<file path="src/rtl/ami_seq_pkg.sv">
// ---------------------------------------------------------------------------
// ami_seq_pkg
// Shared types and helpers for the AMI command sequencer.
//   seq_state_t : sequencer FSM states
//   TIMER_W     : width of the per-attempt ack timer
//   RETRY_W     : width of the retry counter
//   ch_onehot() : channel number -> one-hot request vector
// ---------------------------------------------------------------------------
package ami_seq_pkg;

  typedef enum logic [2:0] {
    IDLE = 3'd0,
    WAIT = 3'd1,
    GAP  = 3'd2,
    DONE = 3'd3,
    ERR  = 3'd4
  } seq_state_t;

  localparam int TIMER_W  = 16;
  localparam int RETRY_W  = 8;
  localparam int ONEHOT_W = 32;

  // Wide one-hot; callers cast it down to their channel count.
  function automatic logic [ONEHOT_W-1:0] ch_onehot(input logic [7:0] ch);
    logic [ONEHOT_W-1:0] oh;
    oh = {ONEHOT_W{1'b0}};
    if (ch < 8'd32) begin
      oh[ch[4:0]] = 1'b1;
    end else begin
      oh = {ONEHOT_W{1'b0}};
    end
    return oh;
  endfunction

endpackage

</file>
<file path="src/rtl/ami_cmd_sequencer_if.sv">
// ---------------------------------------------------------------------------
// ami_cmd_sequencer_if
// Bundles the JTAG command port, the AMI request/ack bus and the result port.
//   slave  : the sequencer (accepts commands, drives AMI requests/results)
//   master : the environment (offers commands, answers AMI requests)
// ---------------------------------------------------------------------------
interface ami_cmd_sequencer_if #(
  parameter int DATA_W = 256,
  parameter int N_CH   = 3,
  parameter int CH_W   = (N_CH > 1) ? $clog2(N_CH) : 1
);
  import ami_seq_pkg::*;

  logic [DATA_W-1:0] jtag_in;
  logic [CH_W-1:0]   jtag_ch;
  logic              jtag_valid;
  logic              jtag_ready;
  logic [DATA_W-1:0] fsm_ami;
  logic [N_CH-1:0]   ami_req;
  logic [N_CH-1:0]   ami_ack;
  logic [DATA_W-1:0] ami_out;
  logic [DATA_W-1:0] rsp_data;
  logic [CH_W-1:0]   rsp_ch;
  logic              rsp_valid;
  logic              rsp_err;
  logic              irq;

  modport slave (
    input  jtag_in, jtag_ch, jtag_valid, ami_ack, ami_out,
    output jtag_ready, fsm_ami, ami_req, rsp_data, rsp_ch, rsp_valid, rsp_err, irq
  );

  modport master (
    output jtag_in, jtag_ch, jtag_valid, ami_ack, ami_out,
    input  jtag_ready, fsm_ami, ami_req, rsp_data, rsp_ch, rsp_valid, rsp_err, irq
  );

endinterface

</file>
<file path="src/rtl/sat_counter.sv">
// ---------------------------------------------------------------------------
// sat_counter
// Up-counter that sticks at all-ones.
//   clk   : clock
//   rst_n : synchronous active-low reset, clears the count
//   inc   : add one this cycle (ignored once saturated)
//   count : current value
// ---------------------------------------------------------------------------
module sat_counter #(
  parameter int W = 8
) (
  input  logic         clk,
  input  logic         rst_n,
  input  logic         inc,
  output logic [W-1:0] count
);

  logic [W-1:0] count_r;

  // Saturating count register.
  always_ff @(posedge clk) begin
    if (!rst_n) begin
      count_r <= {W{1'b0}};
    end else if (inc && (count_r != {W{1'b1}})) begin
      count_r <= count_r + W'(1'b1);
    end
  end

  assign count = count_r;

endmodule

</file>
<file path="src/rtl/ami_cmd_sequencer.sv">
// ---------------------------------------------------------------------------
// ami_cmd_sequencer
// Takes command words from the JTAG debug port, issues each one to a single
// AMI channel with a request/ack handshake, captures the response and
// retries on timeout before reporting an error.
//   clk       : clock, rising edge
//   rst_n     : synchronous active-low reset
//   bus       : command / AMI / result signals (slave side)
//   busy      : sequencer is not idle
//   ok_count  : saturating count of successful commands
//   err_count : saturating count of errored commands
// ---------------------------------------------------------------------------
module ami_cmd_sequencer
  import ami_seq_pkg::*;
#(
  parameter int DATA_W    = 256,
  parameter int N_CH      = 3,
  parameter int CH_W      = (N_CH > 1) ? $clog2(N_CH) : 1,
  parameter int TIMEOUT   = 64,
  parameter int MAX_RETRY = 2,
  parameter int CNT_W     = 8
) (
  input  logic                 clk,
  input  logic                 rst_n,
  ami_cmd_sequencer_if.slave   bus,
  output logic                 busy,
  output logic [CNT_W-1:0]     ok_count,
  output logic [CNT_W-1:0]     err_count
);

  localparam logic [TIMER_W-1:0] TMO_LAST  = TIMER_W'(TIMEOUT - 1);
  localparam logic [RETRY_W-1:0] RETRY_MAX = RETRY_W'(MAX_RETRY);

  seq_state_t         state_r, state_nx_s;
  logic [DATA_W-1:0]  word_r, word_nx_s;
  logic [CH_W-1:0]    ch_r, ch_nx_s;
  logic [TIMER_W-1:0] timer_r, timer_nx_s;
  logic [RETRY_W-1:0] retry_r, retry_nx_s;
  logic               capture_s;
  logic               ack_hit_s;
  logic               ch_ok_s;
  logic [N_CH-1:0]    cur_oh_s;
  logic [N_CH-1:0]    nx_oh_s;

  logic [DATA_W-1:0]  fsm_ami_r;
  logic [N_CH-1:0]    ami_req_r;
  logic [DATA_W-1:0]  rsp_data_r;
  logic [CH_W-1:0]    rsp_ch_r;
  logic               rsp_valid_r;
  logic               rsp_err_r;
  logic               irq_r;
  logic               busy_r;

  // Only the ack of the channel being served counts; others are stray.
  assign cur_oh_s  = N_CH'(ch_onehot(8'(ch_r)));
  assign nx_oh_s   = N_CH'(ch_onehot(8'(ch_nx_s)));
  assign ack_hit_s = |(bus.ami_ack & cur_oh_s);
  assign ch_ok_s   = (32'(bus.jtag_ch) < 32'(N_CH));

  // Next-state and next-context logic.
  always_comb begin
    state_nx_s = state_r;
    word_nx_s  = word_r;
    ch_nx_s    = ch_r;
    timer_nx_s = timer_r;
    retry_nx_s = retry_r;
    capture_s  = 1'b0;
    case (state_r)
      IDLE: begin
        if (bus.jtag_valid) begin
          word_nx_s  = bus.jtag_in;
          ch_nx_s    = bus.jtag_ch;
          timer_nx_s = {TIMER_W{1'b0}};
          retry_nx_s = {RETRY_W{1'b0}};
          if (ch_ok_s) begin
            state_nx_s = WAIT;
          end else begin
            state_nx_s = ERR;
          end
        end else begin
          state_nx_s = IDLE;
        end
      end
      WAIT: begin
        // An ack in the expiry cycle still counts as success.
        if (ack_hit_s) begin
          capture_s  = 1'b1;
          state_nx_s = DONE;
        end else if (timer_r == TMO_LAST) begin
          if (retry_r < RETRY_MAX) begin
            retry_nx_s = retry_r + RETRY_W'(1'b1);
            state_nx_s = GAP;
          end else begin
            state_nx_s = ERR;
          end
        end else begin
          timer_nx_s = timer_r + TIMER_W'(1'b1);
        end
      end
      GAP: begin
        timer_nx_s = {TIMER_W{1'b0}};
        state_nx_s = WAIT;
      end
      DONE: begin
        state_nx_s = IDLE;
      end
      ERR: begin
        state_nx_s = IDLE;
      end
      default: begin
        state_nx_s = IDLE;
      end
    endcase
  end

  // State, context and registered outputs; outputs follow the next state so
  // they line up with the cycle the FSM spends in that state.
  always_ff @(posedge clk) begin
    if (!rst_n) begin
      state_r     <= IDLE;
      word_r      <= {DATA_W{1'b0}};
      ch_r        <= {CH_W{1'b0}};
      timer_r     <= {TIMER_W{1'b0}};
      retry_r     <= {RETRY_W{1'b0}};
      fsm_ami_r   <= {DATA_W{1'b0}};
      ami_req_r   <= {N_CH{1'b0}};
      rsp_data_r  <= {DATA_W{1'b0}};
      rsp_ch_r    <= {CH_W{1'b0}};
      rsp_valid_r <= 1'b0;
      rsp_err_r   <= 1'b0;
      irq_r       <= 1'b0;
      busy_r      <= 1'b0;
    end else begin
      state_r     <= state_nx_s;
      word_r      <= word_nx_s;
      ch_r        <= ch_nx_s;
      timer_r     <= timer_nx_s;
      retry_r     <= retry_nx_s;
      ami_req_r   <= (state_nx_s == WAIT) ? nx_oh_s : {N_CH{1'b0}};
      fsm_ami_r   <= (state_nx_s == WAIT) ? word_nx_s : {DATA_W{1'b0}};
      rsp_valid_r <= (state_nx_s == DONE) || (state_nx_s == ERR);
      irq_r       <= (state_nx_s == DONE) || (state_nx_s == ERR);
      busy_r      <= (state_nx_s != IDLE);
      if (capture_s) begin
        rsp_data_r <= bus.ami_out;
        rsp_ch_r   <= ch_r;
        rsp_err_r  <= 1'b0;
      end else if (state_nx_s == ERR) begin
        rsp_data_r <= {DATA_W{1'b0}};
        rsp_ch_r   <= ch_nx_s;
        rsp_err_r  <= 1'b1;
      end
    end
  end

  // Result counters tick on the cycle the result is presented.
  sat_counter #(.W(CNT_W)) u_ok_cnt (
    .clk   (clk),
    .rst_n (rst_n),
    .inc   (state_r == DONE),
    .count (ok_count)
  );

  sat_counter #(.W(CNT_W)) u_err_cnt (
    .clk   (clk),
    .rst_n (rst_n),
    .inc   (state_r == ERR),
    .count (err_count)
  );

  // Ready is gated by reset so commands offered during reset are never seen
  // as accepted.
  assign bus.jtag_ready = rst_n & (state_r == IDLE);
  assign bus.fsm_ami    = fsm_ami_r;
  assign bus.ami_req    = ami_req_r;
  assign bus.rsp_data   = rsp_data_r;
  assign bus.rsp_ch     = rsp_ch_r;
  assign bus.rsp_valid  = rsp_valid_r;
  assign bus.rsp_err    = rsp_err_r;
  assign bus.irq        = irq_r;
  assign busy           = busy_r;

endmodule

</file>
<file path="src/flat_wrapper.sv">
// flat-port wrapper written by rule: the top's interface ports become plain ports
module ami_cmd_sequencer_flat import ami_seq_pkg::*;
#(
  parameter int DATA_W    = 256,
  parameter int N_CH      = 3,
  parameter int CH_W      = (N_CH > 1) ? $clog2(N_CH) : 1,
  parameter int TIMEOUT   = 64,
  parameter int MAX_RETRY = 2,
  parameter int CNT_W     = 8
)
  (clk, rst_n, busy, ok_count, err_count, bus_jtag_in, bus_jtag_ch, bus_jtag_valid, bus_ami_ack, bus_ami_out, bus_jtag_ready, bus_fsm_ami, bus_ami_req, bus_rsp_data, bus_rsp_ch, bus_rsp_valid, bus_rsp_err, bus_irq);
  ami_cmd_sequencer_if #(.DATA_W(DATA_W), .N_CH(N_CH), .CH_W(CH_W)) bus_i ();
  input  logic clk;
  input  logic rst_n;
  output logic busy;
  output logic [CNT_W-1:0] ok_count;
  output logic [CNT_W-1:0] err_count;
  input wire logic [$bits(bus_i.jtag_in)-1:0] bus_jtag_in;
  input wire logic [$bits(bus_i.jtag_ch)-1:0] bus_jtag_ch;
  input wire logic [$bits(bus_i.jtag_valid)-1:0] bus_jtag_valid;
  input wire logic [$bits(bus_i.ami_ack)-1:0] bus_ami_ack;
  input wire logic [$bits(bus_i.ami_out)-1:0] bus_ami_out;
  output wire logic [$bits(bus_i.jtag_ready)-1:0] bus_jtag_ready;
  output wire logic [$bits(bus_i.fsm_ami)-1:0] bus_fsm_ami;
  output wire logic [$bits(bus_i.ami_req)-1:0] bus_ami_req;
  output wire logic [$bits(bus_i.rsp_data)-1:0] bus_rsp_data;
  output wire logic [$bits(bus_i.rsp_ch)-1:0] bus_rsp_ch;
  output wire logic [$bits(bus_i.rsp_valid)-1:0] bus_rsp_valid;
  output wire logic [$bits(bus_i.rsp_err)-1:0] bus_rsp_err;
  output wire logic [$bits(bus_i.irq)-1:0] bus_irq;
  assign bus_i.jtag_in = bus_jtag_in;
  assign bus_i.jtag_ch = bus_jtag_ch;
  assign bus_i.jtag_valid = bus_jtag_valid;
  assign bus_i.ami_ack = bus_ami_ack;
  assign bus_i.ami_out = bus_ami_out;
  assign bus_jtag_ready = bus_i.jtag_ready;
  assign bus_fsm_ami = bus_i.fsm_ami;
  assign bus_ami_req = bus_i.ami_req;
  assign bus_rsp_data = bus_i.rsp_data;
  assign bus_rsp_ch = bus_i.rsp_ch;
  assign bus_rsp_valid = bus_i.rsp_valid;
  assign bus_rsp_err = bus_i.rsp_err;
  assign bus_irq = bus_i.irq;
  ami_cmd_sequencer #(.DATA_W(DATA_W), .N_CH(N_CH), .CH_W(CH_W), .TIMEOUT(TIMEOUT), .MAX_RETRY(MAX_RETRY), .CNT_W(CNT_W)) u_core (.clk(clk), .rst_n(rst_n), .bus(bus_i), .busy(busy), .ok_count(ok_count), .err_count(err_count));
endmodule
</file>
<file path="config.mk">
export PLATFORM = sky130hd
export DESIGN_NAME = ami_cmd_sequencer_flat
export DESIGN_NICKNAME = d
export VERILOG_FILES = /design/src/rtl/ami_seq_pkg.sv /design/src/rtl/ami_cmd_sequencer_if.sv /design/src/rtl/sat_counter.sv /design/src/rtl/ami_cmd_sequencer.sv /design/src/flat_wrapper.sv
export SDC_FILE = /design/constraint.sdc
export NUM_CORES = 1
export LEC_CHECK = 0
export ABC_CLOCK_PERIOD_IN_PS = 1800
export BUFFER_PORTS_ARGS = -buffer_cell sky130_fd_sc_hd__buf_2
export CORE_AREA = 2 2 417 419
export CTS_CLUSTER_DIAMETER = 30
export DETAILED_ROUTE_END_ITERATION = 6
export DIE_AREA = 0 0 419 421
export PLACE_DENSITY = 0.41
export SLEW_MARGIN = 20
export SYNTH_ARGS = -nofsm -noshare
export SYNTH_HDL_FRONTEND = slang
export SYNTH_SLANG_ARGS = --single-unit
</file>
<file path="constraint.sdc">
create_clock -name clk -period 1.8 [get_ports clk]
set_input_delay 0.36 -clock clk [delete_from_list [all_inputs] [get_ports clk]]
set_output_delay 0.36 -clock clk [all_outputs]
set_load 0.02 [all_outputs]
</file>
After elaboration in Yosys (flattened, before gate mapping)
Index checks and enable logic that the tools add are counted. Widths: inputs -> output; s select.

Register bits: 821. Input port bits: 520. Output and inout port bits: 538. Logic and storage cells: 86.

Add/subtract/negate cells: 4. $lt $le $gt $ge: 6. Equality and inequality tests: 15. Mux-type cells: 29. Bitwise operators: 3. Reductions and logical operators: 15.

Operator list (number): $mux 256 (4); $mux 16 (3); $pmux 16 s3 (1); $mux 8 (4); $add 8x1->8 const B (3); $add 16x1->16 const B (1); $eq 16x6->1 const B (1); $ne 8x8->1 const B (2); $pmux 8 s2 (1); $mux 3 (5); $lt 2x6->1 const B (2); $eq 3x2->1 const B (3); $pmux 3 s3 (1); $lt 8x2->1 const B (1); $mux 2 (4); $eq 3x1->1 const B (2); $eq 3x3->1 const B (2); $ne 2x2->1 const B (3); $reduce_bool 3->1 (2); $reduce_and 5->1 (1); $demux 1 s2 (2); $ge 2x1->1 const B (2); $logic_and 1x1->1 (4); $mux 1 (4); other kinds (12) (14).

Longest topological paths before layout
Gate-level depths: netlist (run 1).

Depth after elaboration: 11. Gate-level depth with buffers: 9. Gate-level depth less buffers: 6.

Modules after synthesis
A second synthesis (run 1) with hierarchy kept.

Cell total of the unflattened synthesis: 2232. Area total of the unflattened synthesis: 26050.0 um^2.

By module, submodules not included: ami_cmd_sequencer (instances 1, cells each 2138, area each 25241.7 um^2, seq. area each 16115.5 um^2); sat_counter (instances 2, cells each 47, area each 404.1 um^2, seq. area each 160.2 um^2).

Worst setup path after synthesis (run 1)
OpenSTA, ideal clock, no wires.

Path kind: reg2reg. Start point: reg u_core.timer_r[0]. End point: reg u_core.rsp_data_r[137], in the netlist u_core.bus.rsp_data[137]. Library setup time: 0.117 ns. Arrival: 1.749 ns. Data required time: 1.683 ns. Path slack: -0.066 ns. Cell stages (with the launch flop): 9. Clock period less this slack: 1.866 ns. Cells stage by stage: dfxtp_1 -> ha_1 -> and4bb_2 -> nand4_2 -> o21ai_2 -> a21oi_2 -> buf_2 -> buf_6 -> a22o_1.

Word-level cells in the longest chain between the ends: 6.

Ends and longest elaborated chain: start, declared (RTL line ami_cmd_sequencer.sv:37) `logic [TIMER_W-1:0] timer_r, timer_nx_s;`; start signal, assigned (RTL line ami_cmd_sequencer.sv:123) `timer_r <= {TIMER_W{1'b0}};`; start signal, assigned (RTL line ami_cmd_sequencer.sv:137) `timer_r <= timer_nx_s;`; $eq 16x6->1 (RTL line ami_cmd_sequencer.sv:89) `end else if (timer_r == TMO_LAST) begin`; $mux 3 (RTL line ami_cmd_sequencer.sv:89); $mux 3 (RTL line ami_cmd_sequencer.sv:86) `if (ack_hit_s) begin`; $pmux 3 s3 (RTL line ami_cmd_sequencer.sv:68) `case (state_r)`; $eq 3x3->1 (RTL line ami_cmd_sequencer.sv:148) `end else if (state_nx_s == ERR) begin`; $reduce_bool 2->1 (no source line); end signal, assigned (RTL line ami_cmd_sequencer.sv:127) `rsp_data_r <= {DATA_W{1'b0}};`; end signal, assigned (RTL line ami_cmd_sequencer.sv:145) `rsp_data_r <= bus.ami_out;`; end signal, assigned (RTL line ami_cmd_sequencer.sv:149) `rsp_data_r <= {DATA_W{1'b0}};`; end, declared (RTL line ami_cmd_sequencer.sv:47) `logic [DATA_W-1:0] rsp_data_r;`.

Every way passes these cells. A chain may end at the register's enable or synchronous reset.

Worst setup path after layout (run 1)
Start point: reg u_core.timer_r[0]. End point: reg u_core.rsp_data_r[155], in the netlist u_core.bus.rsp_data[155].

The elaborated chain is that of the path after synthesis.

==> results of run 1 <==
-- critical path, delay by kind of cell (launching register included) --
kind / cells / cell delay (ps)
AO/OA/AOI/OAI: 3 / 500
adder cells (fa/ha/maj): 1 / 130
buffers and inverters: 4 / 600
flip-flops: 1 / 340
AND/OR/NAND/NOR: 2 / 410
-- cell families after synthesis --
logic type | Yosys count | synth area share
flops | 821 | 0.6464
simple gates | 638 | 0.1028
compound gates | 319 | 0.1042
mux | 261 | 0.1029
buf+inv | 161 | 0.03720
xor+xnor | 13 | 0.004478
fa+ha+maj | 4 | 0.001968
-- through the flow --
| stage | utilization | setup WS [ps] | setup TNS (ps) | power (uW) | instances |
|---|---|---|---|---|---|
| floorplan | - | 3.434 | 0 | 22810 | 2217 |
| global placement | 0.2006 | -364.5 | -131610 | 25360 | 5626 |
| detailed placement | 0.2006 | -324.9 | -119840 | 25370 | 5626 |
| CTS | 0.2830 | -372.4 | -127520 | 68670 | 6589 |
| global route | 0.3023 | -388.2 | -213530 | 71950 | 6660 |
| finish | 0.3024 | -294.1 | -131250 | 69470 | 6662 |
-- Yosys cell counts (5+ instances only) --
| cell | instances | area (sq um) |
|---|---|---|
| and3_1 | 6 | 37.54 |
| nand4_1 | 6 | 37.54 |
| buf_2 | 69 | 345.3 |
| buf_6 | 24 | 270.3 |
| or4_1 | 6 | 45.04 |
| nor2_1 | 541 | 2031 |
| a22o_1 | 258 | 2260 |
| nand3b_1 | 6 | 45.04 |
| inv_1 | 5 | 18.77 |
| dfxtp_1 | 821 | 16440 |
| xnor2_1 | 8 | 70.07 |
| nor3_1 | 8 | 40.04 |
| or3_1 | 11 | 68.82 |
| o21ai_0 | 12 | 60.06 |
| a21oi_1 | 20 | 100.1 |
| mux2i_1 | 260 | 2603 |
| clkbuf_1 | 41 | 153.9 |
| nand2_1 | 23 | 86.33 |
| buf_4 | 20 | 150.1 |
| o211ai_1 | 5 | 37.54 |
| nand3_1 | 11 | 55.05 |
| and2_1 | 6 | 37.54 |
| xor2_1 | 5 | 43.79 |
-- sequential cells by signal, indices dropped and copies added (netlist names), 2 cells and up --
signal,count
u_core.state_r,3
u_core.bus.rsp_data,256
u_core.u_ok_cnt.count,8
u_core.bus.rsp_ch,2
u_core.word_r,256
u_core.ch_r,2
u_core.bus.ami_req,3
u_core.bus.fsm_ami,256
u_core.u_err_cnt.count,8
u_core.retry_r,8
u_core.timer_r,16
-- repair_timing --
action                                  in CTS  in global routing
pin swaps                                   30                328
gates resized for setup                     72                558
buffers inserted                            24                 23
endpoints found under the setup margin     685                894
cloned                                      18                 45
hold endpoints to repair                   781                  0
hold buffers                               515                  0
-- metal layers --
layer / wire length [um] / up-vias / track usage
li1: - / 11631 / -
met1: 46950 / 11704 / 0.1349
met2: 64040 / 784 / 0.2298
met3: 7266 / 212 / 0.03808
met4: 3863 / 4 / 0.05054
met5: 21 / - / 0
-- power by group through the flow --
stage / registers, uW / clock network (uW) / logic, uW
after floorplan: 20600 / 0 / 2240
after global placement: 19900 / 0 / 5430
after detailed placement: 19900 / 0 / 5440
after CTS: 19600 / 42100 / 6900
after global routing: 19700 / 43300 / 8930
final: 19700 / 41400 / 8420
-- cell usage in the layout, fill, tap and decap left out, types with 8 or more instances in the layout --
master and instances:
buf_2 1056, dfxtp_1 813, dlygate4sd3_1 515, nor2_1 348
a22o_1 258, clkbuf_16 252, mux2i_1 201, nor2_4 172
buf_4 121, buf_12 59, clkinv_2 46, mux2i_2 45
bufinv_16 39, clkbuf_8 28, clkbuf_1 27, buf_16 26
buf_8 23, nand2_1 22, nor2_2 21, clkinvlp_4 19
buf_6 19, mux2i_4 15, a21oi_1 14, o21ai_0 12
clkinv_16 12, clkinv_4 12, diode_2 10, nand3_1 10
xnor2_1 8
-- area by class of cell --
| type | instances | share of cell area |
|---|---|---|
| Timing Repair Buffer | 1857 | 0.2834 |
| Tap cell | 2325 | 0.05578 |
| Clock inverter | 135 | 0.04007 |
| Multi-Input combinational cell | 1236 | 0.1909 |
| Inverter | 6 | 0.0005758 |
| Sequential cell | 821 | 0.3154 |
| Antenna cell | 10 | 0.0004798 |
| Clock buffer | 272 | 0.1135 |
-- worst max-delay path by stage --
stage                       from                  endpoint  slack, ps
2_1_floorplan  u_core.state_r[1]   u_core.bus.fsm_ami[246]          3
3_3_place_gp      bus_ami_ack[0]   u_core.bus.fsm_ami[171]       -360
3_5_place_dp      bus_ami_ack[2]   u_core.bus.fsm_ami[174]       -320
4_1_cts        u_core.state_r[2]            bus_jtag_ready       -370
5_1_grt        u_core.timer_r[9]   u_core.bus.fsm_ami[129]       -390
6_report       u_core.timer_r[0]  u_core.bus.rsp_data[155]       -290
==> results.yml, run 1 <==
outcome:
  status: "finished with violations"
  violations: "negative setup slack"
power:
  combPwrFrac: 0.121
  switching_share: 0.2486
  seqPwrFrac: 0.283
  intPower_uw: 52200
  ir_drop_mv: 0.9030
  p_per_area_nw_per_um2: 1332
  leakage_uw: 0.02319
  p_sw_uw: 17270
  clkPwrFrac: 0.596
worst_hold_path:
  min_path_type: "primary input to register"
  hp-start: "bus_jtag_in[212]"
  min_path_cells: 3
  min_to: "u_core.word_r[212]"
global_routing:
  antenna_found_initial: 15
  grt_pass1_vias: 24975
  grt_max_degree: 56
  overflow: 0
  grt_pass1_wl_mm: 166.0
  grt_use_total: 0.1264
sta:
  rsz0062_at_grt: "yes"
  setup_violations: 773
  skew_ps: 79.03
  hold_slack_ps: 22.55
  fmax_mhz: 477.5
  setup_slack_ps: -294.1
  finalCritPeriodShare: 1.163
  hold_viol: 0
  tightestPinTransition_ps: 734.6
  relSlewSlack: 0.5051
  report.final.slew_viol_count: 0
  period_needed_ps: 2094
final_layout:
  seq_area_sq_um: 16450
  drive_above_1_share: 0.4668
  num-fill-cells: 17663
  multi_input_area_sq_um: 9955
  final_net_count: 4662
  postLayoutCellArea_sq_um: 52150
  syn_to_final_growth_pct: 105.1
worst_setup_path:
  r2r_start: "u_core.timer_r[0]"
  cp_cell_sequence: "ha_4, and4bb_2, nand4_4, o21ai_4, a21oi_4, buf_12, buf_12, buf_16, clkbuf_16, a22o_1"
  timing.rr.end: "u_core.bus.rsp_data[155]"
  critPathLaunchType: "register"
  endpoint_kind: "register"
  critical_path_arrival_ps: 2780
  rrSetupSlack_ps: -290
  rr_worst_depth: 10
  cp.required_ps: 2490
  slowest_stage: "dfxtp_2"
  critPathMaxFanout: 8
  cp_common_cell: "buf_12"
  path_class: "register to register"
  slowest_delay_ps: 340
yosys:
  synth_enable_flop_cells: 0
  seq_area_frac_synth: 0.6464
  syn_area_sq_um: 25430
  synth_nets: 2741
  synth-seq-cells: 821
  synthCells: 2217
  yosys_warnings: 0
  synth_flop_cell: "dfxtp_1"
  avgSynthCellArea_sq_um: 11.47
  synthArstFlopShare: 0
  ys_types: 50
placement:
  post-dp-hpwl_mm: 82.58
  place_area_sq_um: 34600
  place.gp.congestion: 0.8341
  port_buffers: 1057
die:
  design.die.area_sq_um: 176400
  ioPinCount: 1058
  row_count: 153
  coreArea_sq_um: 172500
  die_h_um: 421
  die-width_um: 419
  initial_core_util: 0.1474
detailed_routing:
  wl_per_cell_um: 18.33
  drt.antenna.violating_nets: 0
  viasPerCell: 3.653
  drtPass1Iterations: 5
  drc: 0
  vias: 24335
  wl_mm: 122.1
  drt_iter0_drc: 904
clocking:
  numCtsBuffers: 216
  cts_root_buffer: "clkbuf_16"
  clk_latency_ps: 850
  clock_sinks: 821
  clockBufferDepth: 3
  cts-htree-levels: 4
  clk_pin_slew_ps: 50
  cts_tree: "yes"
run:
  max_cap_violations: 0
Power figures use the tool's default switching activity.
==> run 2: changes to the inputs <==
Settings changed: CORE_AREA 2 2 417 419 to 5 5 408 410, DIE_AREA 0 0 419 421 to 0 0 413 415, GPL_TIMING_DRIVEN set to 0, PLACE_DENSITY 0.41 to 0.42.
==> run 2 against run 1 <==
- the run still ends with negative setup slack left
- via count up 0.62%
- die area fell by 2.8%
- first-iteration DRC count up 18%
- register-to-register slack improved by 20 ps
- core utilization barely moved
- global-route usage is 3.5 points higher
- worst hold slack gained 100 ps
- clock skew decreased by 20 ps
- sequential share of layout area increased by 2.0 points
- critical endpoint is now u_core.bus.rsp_data[253]
- largest cell class unchanged
- highest routed layer unchanged
==> results.yml, run 2 (synthesis results as in run 1) <==
outcome:
  status: "finished with violations"
  violations: "negative setup slack"
final_layout:
  final_net_count: 4598
  postLayoutCellArea_sq_um: 49030
  final_cell_mix: "buf_2, dfxtp_1, dlygate4sd3_1"
  final_util: 0.3026
  final_common_cell: "buf_2"
  drive_above_1_share: 0.4069
  syn_to_final_growth_pct: 92.82
sta:
  hold_viol: 0
  fmax_mhz: 483.2
  rsz0062_at_grt: "yes"
  finalCritPeriodShare: 1.150
  setup_slack_ps: -269.7
  hold_slack_ps: 124.3
  fin_setup_tns_ps: -92410
  period_needed_ps: 2070
  tightestPinTransition_ps: 995.2
  relSlewSlack: 0.3366
  report.final.slew_viol_count: 0
  skew_ps: 58.91
  setup_violations: 721
die:
  initial_core_util: 0.1569
  coreArea_sq_um: 162000
  ioPinCount: 1058
  design.die.area_sq_um: 171400
  die_h_um: 415
  die-width_um: 413
  row_count: 148
clocking:
  clk_pin_slew_ps: 40
  numCtsBuffers: 216
  cts_tree: "yes"
  cts-htree-levels: 4
  clock_sinks: 821
  clockBufferDepth: 3
  clk_latency_ps: 830
  cts_root_buffer: "clkbuf_16"
detailed_routing:
  drc: 0
  drt.antenna.violating_nets: 0
  viasPerCell: 3.791
  wl_mm: 145.7
  vias: 24487
  drtPass1Iterations: 5
  wl_per_cell_um: 22.55
  drt_iter0_drc: 1068
power:
  leakage_uw: 0.02236
  p_total_uw: 68220
  p_per_area_nw_per_um2: 1391
  ir_drop_mv: 0.9047
worst_setup_path:
  endpoint_kind: "register"
  crit_family: "compound AO/OA/AOI/OAI gates"
  slowest_delay_ps: 350
  cp.required_ps: 2490
  path_class: "register to register"
  worstPathBufferInverterCount: 3
  critPathLaunchType: "register"
  critPathMaxFanout: 9
  rr_worst_depth: 9
  path_depth: 9
  cp_cell_sequence: "ha_4, and4bb_2, nand4_4, o21ai_4, a21oi_4, buf_12, buf_16, clkbuf_16, a22o_1"
  critical_path_arrival_ps: 2760
  slowest_stage: "dfxtp_2"
global_routing:
  grt_pass1_vias: 25867
  overflow: 0
  antenna_found_initial: 41
  grt_pass1_wl_mm: 196.2
  grt_max_degree: 18
  grt_use_total: 0.1616
run:
  max_cap_violations: 0
worst_hold_path:
  min_path_type: "primary input to register"
  min_path_cells: 3
placement:
  place_area_sq_um: 33530
  post-dp-hpwl_mm: 109.1
  port_buffers: 1057
  place.gp.congestion: 0.8550
-- run 2: layout make-up --
cell class / instances / area, sq um
Clock buffer: 294 / 6200
Antenna cell: 21 / 52.55
Tap cell: 2175 / 2721
Timing Repair Buffer: 1643 / 11650
Clock inverter: 114 / 1719
Fill cell: 16830 / 113000
Sequential cell: 821 / 16460
Buffer: 151 / 1580
Multi-Input combinational cell: 1235 / 8620
Inverter: 6 / 22.52
-- run 2: repair_timing --
item,CTS,global route
endpoints found under the setup margin,962,935
setup buffers,36,8
pin swaps,79,48
hold buffers,516,0
gates resized for setup,308,47
gates cloned,20,6
endpoints found under the hold margin,778,0
-- run 2: power breakdown --
part | internal [uW] | switching, uW
clock | 28700 | 12300
combinational | 3430 | 4120
sequential | 19300 | 412
-- run 2: path summary, 6_finish.rpt --
| kind | slack (ps) | to | from |
|---|---|---|---|
| min reg2reg | 460 | u_core.bus.fsm_ami[226] | u_core.word_r[226] |
| min | 120 | u_core.timer_r[3] | rst_n |
| max | -270 | u_core.bus.rsp_data[253] | u_core.timer_r[1] |
| max reg2reg | -270 | u_core.bus.rsp_data[253] | u_core.timer_r[1] |
-- run 2: metal layers --
layer,vias up,part of all wire,GRT usage
met1,11741,0.37,0.1723
li1,11487,-,-
met2,1010,0.50,0.2886
met4,14,0.035,0.05781
met5,-,0.00061,0
met3,235,0.092,0.06268
-- run 2: tightest hold or removal path: cells and delay by family --
kind,cells,cell delay (ps)
AOI/OAI and AO/OA,2,350
buffers and inverters,1,140
-- run 2: per-stage QoR --
stage / std cells / setup slack [ps]
CTS: 6427 / -301.6
global placement: 5449 / -2447
detailed placement: 5451 / -1445
floorplan: 2217 / 3.434
global route: 6458 / -353.3
finish: 6460 / -269.7
==> run 3: changes to the inputs <==
Settings changed: SKIP_LAST_GASP set to 1.
==> run 3 against run 2 <==
- the flow still finishes with violations (negative setup slack)
- combinational power grew 6.2%
- wire length grew 0.62%
- via count grew 0.32%
- total power grew 0.72%
- clock-buffer cell count is the same
- global-route usage is essentially flat
- die area is the same
- worst setup slack lost 4.0 ps
- sequential power is essentially flat
- critical path depth is the same
- core utilization grew 0.56 points
- fmax shrank 0.19%
- critical endpoint is now u_core.bus.rsp_data[3]
- highest routed layer unchanged
==> results.yml, run 3 (synthesis results as in run 1) <==
final_layout:
  syn_to_final_growth_pct: 96.38
  final_common_cell: "buf_2"
  postLayoutCellArea_sq_um: 49930
  final_cell_mix: "buf_2, dfxtp_1, dlygate4sd3_1"
  final_net_count: 4603
  drive_above_1_share: 0.4254
  final_util: 0.3082
placement:
  port_buffers: 1057
  post-dp-hpwl_mm: 109.1
  place_worst_setup_slack_ps: -1445
  place.gp.congestion: 0.8550
  place_area_sq_um: 33530
sta:
  skew_ps: 60.32
  tightestPinTransition_ps: 1013
  hold_viol: 0
  finalCritPeriodShare: 1.152
  setup_violations: 732
  period_needed_ps: 2074
  fmax_mhz: 482.3
  relSlewSlack: 0.3245
  report.final.slew_viol_count: 0
  rsz0062_at_grt: "yes"
  setup_slack_ps: -273.6
outcome:
  status: "finished with violations"
  violations: "negative setup slack"
worst_setup_path:
  critPathMaxFanout: 9
  slowest_delay_ps: 350
  cp_cell_sequence: "ha_4, and4bb_2, nand4_4, o21ai_4, a21oi_4, buf_12, buf_16, clkbuf_16, a22o_1"
  critPathLaunchType: "register"
  slowest_stage: "dfxtp_2"
  cp.required_ps: 2490
  endpoint_kind: "register"
  critical_path_arrival_ps: 2760
  path_class: "register to register"
worst_hold_path:
  min_path_type: "primary input to register"
global_routing:
  antenna_found_initial: 38
  grt_pass1_vias: 25869
  grt_use_total: 0.1615
  grt_pass1_wl_mm: 196.0
  overflow: 0
  grt_max_degree: 18
detailed_routing:
  drt.antenna.violating_nets: 0
  viasPerCell: 3.800
  vias: 24565
  wl_mm: 146.6
  drt_iter0_drc: 1087
  wl_per_cell_um: 22.67
  drtPass1Iterations: 5
  drc: 0
power:
  p_total_uw: 68710
  p_per_area_nw_per_um2: 1376
  ir_drop_mv: 0.9056
  leakage_uw: 0.02252
clocking:
  cts-htree-levels: 4
  numCtsBuffers: 216
  clockBufferDepth: 3
  cts_root_buffer: "clkbuf_16"
  cts_tree: "yes"
  clk_latency_ps: 830
  clock_sinks: 821
  clk_pin_slew_ps: 40
die:
  design.die.area_sq_um: 171400
  die-width_um: 413
  initial_core_util: 0.1569
  ioPinCount: 1058
  coreArea_sq_um: 162000
  die_h_um: 415
  row_count: 148
run:
  max_cap_violations: 0
[run 3: layer usage]
layer  vias up  share of wire  wire (um)  global-route usage
met5         -        0.00065         95                   0
met4        14          0.031       4539             0.05792
li1      11512              -          -                   -
met2      1016           0.51      74220              0.2884
met1     11796           0.37      54080              0.1725
met3       227          0.093      13630             0.06196
[run 3: final timing paths]
kind                                   to  depth (start not counted)  slack [ps]                from
setup / recovery   u_core.bus.rsp_data[3]                          9        -270   u_core.timer_r[1]
hold / removal          u_core.timer_r[3]                          3         130               rst_n
hold reg to reg   u_core.bus.fsm_ami[226]                          2         450  u_core.word_r[226]
setup reg to reg   u_core.bus.rsp_data[3]                          9        -270   u_core.timer_r[1]
[run 3: area by class of cell]
class,count,area [sq um]
inverters,6,22.52
plain buffers,149,1693
clock buffers,294,6200
well taps,2175,2721
flip-flops and latches,821,16460
fillers,16711,112100
repair buffers,1650,11890
multi-input cells,1235,9176
diodes,20,50.05
clock inverters,114,1719
[run 3: critical path: cells and delay by family (launching register included)]
| kind | cells | cell delay [ps] |
|---|---|---|
| buffers and inverters | 3 | 520 |
| adders and majority gates | 1 | 160 |
| and+or+nand+nor | 2 | 380 |
| DFF | 1 | 350 |
| AOI/OAI and AO/OA | 3 | 530 |
[run 3: power breakdown]
part / leakage, uW / internal [uW] / switching (uW)
combinational: 0.0120 / 3710 / 4310
clock: 0.00385 / 28700 / 12300
sequential: 0.00669 / 19300 / 430
total: 0.0225 / 51600 / 17100
[run 3: repair_timing]
item / 4_1_cts / 5_1_grt
gates cloned: 20 / 15
resized for setup: 293 / 270
hold buffers: 516 / 0
endpoints found under the setup margin: 962 / 934
endpoints found under the hold margin: 778 / 0
pin swaps: 62 / 79
setup buffers: 36 / 9
[run 3: stage by stage]
| stage | hold WS [ps] | TNS, ps | cells |
|---|---|---|---|
| 2_1_floorplan | 438.6 | 0 | 2217 |
| 3_3_place_gp | 456.2 | -775080 | 5449 |
| 3_5_place_dp | 457.8 | -673590 | 5451 |
| 4_1_cts | 25.23 | -122670 | 6427 |
| 5_1_grt | 104.9 | -175590 | 6460 |
| 6_report | 125.8 | -98530 | 6464 |
